**config.mk**
```make
export PLATFORM = sky130hd
export DESIGN_NAME = wb_reg_file_flat
export DESIGN_NICKNAME = d
export VERILOG_FILES = /design/src/rtl/wb_reg_file_if.sv /design/src/rtl/wb_reg_file.sv /design/src/flat_wrapper.sv
export SDC_FILE = /design/constraint.sdc
export NUM_CORES = 2
export LEC_CHECK = 0
export BUFFER_PORTS_ARGS = -buffer_cell sky130_fd_sc_hd__buf_2
export CAP_MARGIN = 20
export CORE_UTILIZATION = 31
export DETAILED_ROUTE_END_ITERATION = 10
export PLACE_DENSITY = 0.54
export SLEW_MARGIN = 30
export SYNTH_ARGS = -nofsm -noshare
export SYNTH_HDL_FRONTEND = slang
export SYNTH_SLANG_ARGS = --single-unit
```
**constraint.sdc**
```tcl
create_clock -name clk -period 10.19 [get_ports clk]
set_clock_uncertainty 0.15 [all_clocks]
set_input_delay 1.019 -clock clk [delete_from_list [all_inputs] [get_ports clk]]
set_output_delay 1.019 -clock clk [all_outputs]
set_load 0.01 [all_outputs]
```
**src/rtl/wb_reg_file_if.sv**
```systemverilog
// Write-back register file bus: MEM/WB write port plus two ID read ports.
// Master is the pipeline side, slave is the register file.
interface wb_reg_file_if #(
  parameter int DATA_W = 32,
  parameter int ADDR_W = 5,
  parameter int CNT_W  = 16
);
  logic              RegWrite_in;
  logic [ADDR_W-1:0] RdAddr_in;
  logic [DATA_W-1:0] WrData_in;
  logic [ADDR_W-1:0] RsAddr_in;
  logic [ADDR_W-1:0] RtAddr_in;
  logic [DATA_W-1:0] RsData_out;
  logic [DATA_W-1:0] RtData_out;
  logic              RsUninit_out;
  logic              RtUninit_out;
  logic [CNT_W-1:0]  WrCount_out;

  modport master (
    output RegWrite_in, RdAddr_in, WrData_in,
    output RsAddr_in, RtAddr_in,
    input  RsData_out, RtData_out,
    input  RsUninit_out, RtUninit_out,
    input  WrCount_out
  );

  modport slave (
    input  RegWrite_in, RdAddr_in, WrData_in,
    input  RsAddr_in, RtAddr_in,
    output RsData_out, RtData_out,
    output RsUninit_out, RtUninit_out,
    output WrCount_out
  );
endinterface

```
**src/rtl/wb_reg_file.sv**
```systemverilog
// Architectural register file at the write-back end of the pipeline.
// Two bypassed combinational read ports, written-valid tracking, write count.
module wb_reg_file #(
  parameter int DATA_W   = 32,
  parameter int NUM_REGS = 32,
  parameter int ADDR_W   = 5,
  parameter int CNT_W    = 16
) (
  input  logic         clk,
  input  logic         rst,
  wb_reg_file_if.slave bus
);

  localparam logic [ADDR_W:0] NR = (ADDR_W+1)'(NUM_REGS);

  logic [DATA_W-1:0]   regs_q [NUM_REGS];
  logic [NUM_REGS-1:0] valid_q;
  logic [CNT_W-1:0]    cnt_q;
  logic [CNT_W-1:0]    cnt_d;
  logic                we;

  // Register 0 and addresses past the array are never real storage.
  function automatic logic live(input logic [ADDR_W-1:0] a);
    return (a != '0) && ({1'b0, a} < NR);
  endfunction

  function automatic logic [DATA_W:0] rd_port(
    input logic [ADDR_W-1:0] a
  );
    logic [DATA_W:0] r;
    r = '0;
    if (live(a)) begin
      if (bus.RegWrite_in && (a == bus.RdAddr_in))
        r = {1'b0, bus.WrData_in};
      else
        r = {~valid_q[a], regs_q[a]};
    end
    return r;
  endfunction

  assign we    = bus.RegWrite_in && live(bus.RdAddr_in);
  assign cnt_d = (cnt_q == '1) ? cnt_q : cnt_q + 1'b1;

  always_ff @(posedge clk) begin
    if (rst) begin
      for (int i = 0; i < NUM_REGS; i++)
        regs_q[i] <= '0;
      valid_q <= '0;
      cnt_q   <= '0;
    end else if (we) begin
      regs_q[bus.RdAddr_in]  <= bus.WrData_in;
      valid_q[bus.RdAddr_in] <= 1'b1;
      cnt_q                  <= cnt_d;
    end
  end

  logic [DATA_W:0] rs_r;
  logic [DATA_W:0] rt_r;

  always_comb begin
    rs_r = rd_port(bus.RsAddr_in);
    rt_r = rd_port(bus.RtAddr_in);
  end

  assign bus.RsData_out   = rs_r[DATA_W-1:0];
  assign bus.RsUninit_out = rs_r[DATA_W];
  assign bus.RtData_out   = rt_r[DATA_W-1:0];
  assign bus.RtUninit_out = rt_r[DATA_W];
  assign bus.WrCount_out  = cnt_q;

endmodule

```
**src/flat_wrapper.sv**
```systemverilog
// flat-port wrapper written by rule: the top's interface ports become plain ports
module wb_reg_file_flat 
#(
  parameter int DATA_W   = 32,
  parameter int NUM_REGS = 32,
  parameter int ADDR_W   = 5,
  parameter int CNT_W    = 16
)
  (clk, rst, bus_RegWrite_in, bus_RdAddr_in, bus_WrData_in, bus_RsAddr_in, bus_RtAddr_in, bus_RsData_out, bus_RtData_out, bus_RsUninit_out, bus_RtUninit_out, bus_WrCount_out);
  wb_reg_file_if #(.DATA_W(DATA_W), .ADDR_W(ADDR_W), .CNT_W(CNT_W)) bus_i ();
  input  logic clk;
  input  logic rst;
  input wire logic [$bits(bus_i.RegWrite_in)-1:0] bus_RegWrite_in;
  input wire logic [$bits(bus_i.RdAddr_in)-1:0] bus_RdAddr_in;
  input wire logic [$bits(bus_i.WrData_in)-1:0] bus_WrData_in;
  input wire logic [$bits(bus_i.RsAddr_in)-1:0] bus_RsAddr_in;
  input wire logic [$bits(bus_i.RtAddr_in)-1:0] bus_RtAddr_in;
  output wire logic [$bits(bus_i.RsData_out)-1:0] bus_RsData_out;
  output wire logic [$bits(bus_i.RtData_out)-1:0] bus_RtData_out;
  output wire logic [$bits(bus_i.RsUninit_out)-1:0] bus_RsUninit_out;
  output wire logic [$bits(bus_i.RtUninit_out)-1:0] bus_RtUninit_out;
  output wire logic [$bits(bus_i.WrCount_out)-1:0] bus_WrCount_out;
  assign bus_i.RegWrite_in = bus_RegWrite_in;
  assign bus_i.RdAddr_in = bus_RdAddr_in;
  assign bus_i.WrData_in = bus_WrData_in;
  assign bus_i.RsAddr_in = bus_RsAddr_in;
  assign bus_i.RtAddr_in = bus_RtAddr_in;
  assign bus_RsData_out = bus_i.RsData_out;
  assign bus_RtData_out = bus_i.RtData_out;
  assign bus_RsUninit_out = bus_i.RsUninit_out;
  assign bus_RtUninit_out = bus_i.RtUninit_out;
  assign bus_WrCount_out = bus_i.WrCount_out;
  wb_reg_file #(.DATA_W(DATA_W), .NUM_REGS(NUM_REGS), .ADDR_W(ADDR_W), .CNT_W(CNT_W)) u_core (.clk(clk), .rst(rst), .bus(bus_i));
endmodule
```
Yosys cells after proc, flatten, opt, wreduce, memory -nomap -nowiden
Memories as Yosys holds them, arrays and structs flattened.
Cells that the tools add are included.
W data, S select, Z words.
- bits in registers: 48
- bits in latches: 0
- RAM bits: 1024
- ROM bits: 0
- word-level logic and storage cells: 42
- memories: 1
- add/subtract/negate cells: 1
- $mul: 0
- divide/modulo/power cells: 0
- $lt $le $gt $ge: 4
- equal/unequal tests: 3
- shifts and indexed selects: 0
- muxes and demuxes: 18
- bitwise gates (word level): 4
- reductions and logical operators: 9
- memory list (memory ; words ; bits a word ; read ports ; clocked after memory_dff ; wr ports ; RTL line ; RTL):
    u_core.regs_q ; 32 ; 32 ; 2 ; 0 ; 32 ; wb_reg_file.sv:16 ; logic [DATA_W-1:0] regs_q [NUM_REGS];
- operators with widths (operator ; count):
    $mux W33 ; 4
    $mux W32 ; 1
    $or A32 B32 Y32 ; 1
    $reduce_or A32 Y1 ; 1
    $lt A5 B6 Y1 const B ; 3
    $add A16 B1 Y16 const B ; 1
    $eq A16 B16 Y1 const B ; 1
    $reduce_bool A5 Y1 ; 3
    $bmux W1 S5 ; 2
    $eq A5 B5 Y1 ; 2
    $mux W1 ; 9
    $demux W1 S5 ; 1
    $ge A5 B1 Y1 const B ; 1
    $mux W5 ; 1
    $logic_and A1 B1 Y1 ; 4
    $not A1 Y1 ; 3
    $reduce_and A2 Y1 ; 1

Logic depth before layout (Yosys ltp)
- word-level depth: 7
- depth in mapped cells: 11
- depth with buffers taken out: 7

Least setup slack after synthesis
OpenSTA, ideal clock, no wires.
- kind: input port to flip-flop
- from: input rst
- to: memory u_core.regs_q[12][0], enable pin
- library setup time: 466 ps
- arrival: 4194 ps
- path slack: 5380 ps
- cell stages on the path: 7
- path through: clkbuf_1 inv_2 nand2_1 nor2_1 nand3b_1 clkbuf_1 o21ai_0
- RTL lines (item ; RTL line ; RTL):
    start, declared ; flat_wrapper.sv:12 ; input logic rst;
    end, declared ; wb_reg_file.sv:16 ;

Worst setup path after layout
- from: input bus_RsAddr_in[2]
- to: output bus_RsData_out[3]
- cells in the longest elaborated chain, start to end: 4
- RTL lines (item ; RTL line ; RTL):
    start, declared ; flat_wrapper.sv:16 ; input wire logic [$bits(bus_i.RsAddr_in)-1:0] bus_RsAddr_in;
    parallel branches: the longest is 3 deep, another holds $mem_v2 Z32 W32 ; n/a ;
    $mux W33 (*) ; wb_reg_file.sv:32 ; if (live(a)) begin
    end, declared ; flat_wrapper.sv:18 ; output wire logic [$bits(bus_i.RsData_out)-1:0] bus_RsData_out;
Every way passes the cells marked *.

==> flow_summary.yaml <==
sta:
  fin_crit_sh: 0.6029
  slew_headroom: 0.2641
  tightest_slew_ps: 1104
  fmax_mhz: 162.8
  whs_ps: 329.1
  finalCriticalPeriod_ps: 6143
  setup_viol: 0
  slew_violations: 0
  finalHoldViolations: 0
  rsz0062_at_grt: "no"
  finalSetupTns_ps: 0
worst_setup_path:
  endpoint_kind: "output pin"
  cp-start-kind: "primary input"
  cp_cell_sequence: "buf_4, buf_4, nand2_1, o22ai_1, nor2_1, o22ai_1, nor2_1, buf_2"
  path_class: "in -> out"
  max_stage_delay_ps: 820
  crit_family: "compound AO/OA/AOI/OAI gates"
  slowest_stage: "o22ai_1"
  critPathMaxFanout: 50
  required_ps: 9020
  critPathArrivalTime_ps: 4970
  path_buf_inv: 3
route:
  ant_nets: 0
  wire_per_inst_um: 32.61
  first_pass_iters: 6
  via_per_inst: 5.729
  vias: 37310
  wl_mm: 212.4
  drc: 0
  drtIter0Drc: 4694
floorplan:
  die_w_um: 432.8
  rows: 157
  die-area_um2: 187300
  fp.coreArea_um2: 183700
  io_pins: 132
  start_util: 0.3132
  die_h_um: 432.8
power_and_ir_drop:
  seqPwrFrac: 0.489
  power.leakage_nw: 21.97
  p_clk_frac: 0.378
  pwr_density_cell_nw_per_um2: 163.7
  p_int_mw: 7.780
  sw_frac_of_total: 0.2657
  combPwrFrac: 0.134
  ir_worst_vdd_mv: 0.1371
  switching_power_mw: 2.815
logic_synthesis:
  yosysSeqAreaShare: 0.5512
  synth_compound_area_frac: 0.05824
  synthMuxAreaShare: 0.2191
  async_flop_share: 0
  synthFlopType: "edfxtp_1"
  syn_inst: 3966
  synth-simple-area-share: 0.1330
  ys_ff_latch: 1072
  synth_cell_types: 67
  synth-xor-area-share: 0.003349
  synth_edf_count: 1024
  synthAdderAreaFrac: 0.0002175
  synth_area_per_cell_um2: 14.51
  ys.warnings.count: 0
  synth_top_family_by_area: "multiplexers"
  netlist_area_um2: 57530
placed_design:
  dp.cells: 6296
  dp_hpwl_mm: 130.2
  port_buffers: 131
  place_area_um2: 61200
  place_congestion: 0.9060
grt:
  met1_usage: 0.2906
  grt_antenna_before_repair: 20
  grt_overflow_total: 0
  grt_use_met3: 0.03859
  grt_pass1_wl_mm: 292.7
  grt_pass1_vias: 35850
  grt_max_degree: 83
  grt_use_met2: 0.3526
  busiest_layer: "met2"
  grt_use_total: 0.2230
finish:
  areaGrowthSynthToFinish_pct: 12.46
  nets: 3996
  layout_commonest_cell: "edfxtp_1"
  fin_area_um2: 64700
  instances_no_fill: 6512
  drive_above_1_share: 0.2520
  final_core_util: 0.3523
  layout_common_cells: "1024 x edfxtp_1, 996 x and2_1, 470 x mux4_2"
cts:
  root_buffer: "clkbuf_16"
  clock_path_buffers: 3
  cts_tree: "done"
  clkTransAtPathRegs_ps: 60
  insertion_delay_ps: 740
  cts_setup_buffers: 0
  numCtsBuffers: 111
  h-tree-depth: 3
  post_cts_resized: 0
  cts-hold-fix-buffers: 0
  clkSinkCount: 1072
hold_path:
  hold_path.class: "reg -> reg"
run:
  max_cap_viol_count: 0
status:
  status: "completed"
## power by group through the flow
| stage | logic (mW) | clock network [mW] | registers, mW |
|---|---|---|---|
| floorplan | 0.827 | 0 | 5.23 |
| global placement | 1.38 | 0 | 5.25 |
| detailed placement | 1.39 | 0 | 5.26 |
| CTS | 1.39 | 4.07 | 5.17 |
| global route | 1.45 | 4.20 | 5.20 |
| finish | 1.42 | 4.00 | 5.18 |
## final timing paths
path / from / to / slack (ps) / cells past startpoint
max: bus_RsAddr_in[2] / bus_RsData_out[3] / 4050 / 8
max reg2reg: u_core.bus.WrCount_out[0] / u_core.bus.WrCount_out[4] / 7930 / 7
min: u_core.valid_q[24] / u_core.valid_q[24] / 330 / 1
min reg2reg: u_core.valid_q[24] / u_core.valid_q[24] / 330 / 1
## synth_stat cells (27+ instances only)
cell type	count	area share
a221oi_1	30	0.0046
and2_1	996	0.11
dfxtp_1	48	0.017
nand3_1	27	0.0023
clkbuf_1	281	0.018
nor2_1	94	0.0061
edfxtp_1	1024	0.53
a211oi_1	50	0.0065
buf_2	77	0.0067
nor2b_1	40	0.0043
mux2i_1	139	0.024
a21oi_1	54	0.0047
mux2_2	56	0.011
o21ai_0	92	0.0080
buf_4	28	0.0037
o22ai_1	54	0.0059
nand2_1	62	0.0040
a22oi_1	75	0.0098
a21o_1	31	0.0040
mux4_2	470	0.18
## state kept, by name (all words and copies together), names as in the netlist
register,count
u_core.valid_q,32
u_core.bus.WrCount_out,16
u_core.regs_q,1024
## metal layers
| layer | share of wire | vias to the layer above |
|---|---|---|
| li1 | - | 15220 |
| met3 | 0.093 | 496 |
| met2 | 0.46 | 2257 |
| met4 | 0.060 | 6 |
| met5 | 0.00017 | - |
| met1 | 0.39 | 19330 |
## layout make-up
class | instances | area [um^2]
antenna | 13 | 32.53
clock buffer | 139 | 2904
timing repair buffer | 258 | 1814
inverter | 6 | 25.02
fill | 17390 | 119000
sequential | 1072 | 31710
tap | 2464 | 3083
clock inverter | 64 | 546.8
multi-input combinational | 2496 | 24580
## metrics by stage
| step | setup WS, ps | power (mW) |
|---|---|---|
| finish | 4047 | 10.59 |
| global route | 4108 | 10.85 |
| CTS | 4135 | 10.63 |
| detailed placement | 4144 | 6.650 |
| global placement | 3562 | 6.634 |
| floorplan | 5380 | 6.055 |
## kinds of logic after synthesis
group | count (synthesis)
adder cells (fa/ha/maj) | 1
AO/OA/AOI/OAI | 489
multiplexers | 665
XOR/XNOR | 22
other | 1
AND/OR/NAND/NOR | 1287
buffers and inverters | 429
flip-flops | 1072
Note: power is estimated with default switching activity, not from simulation.
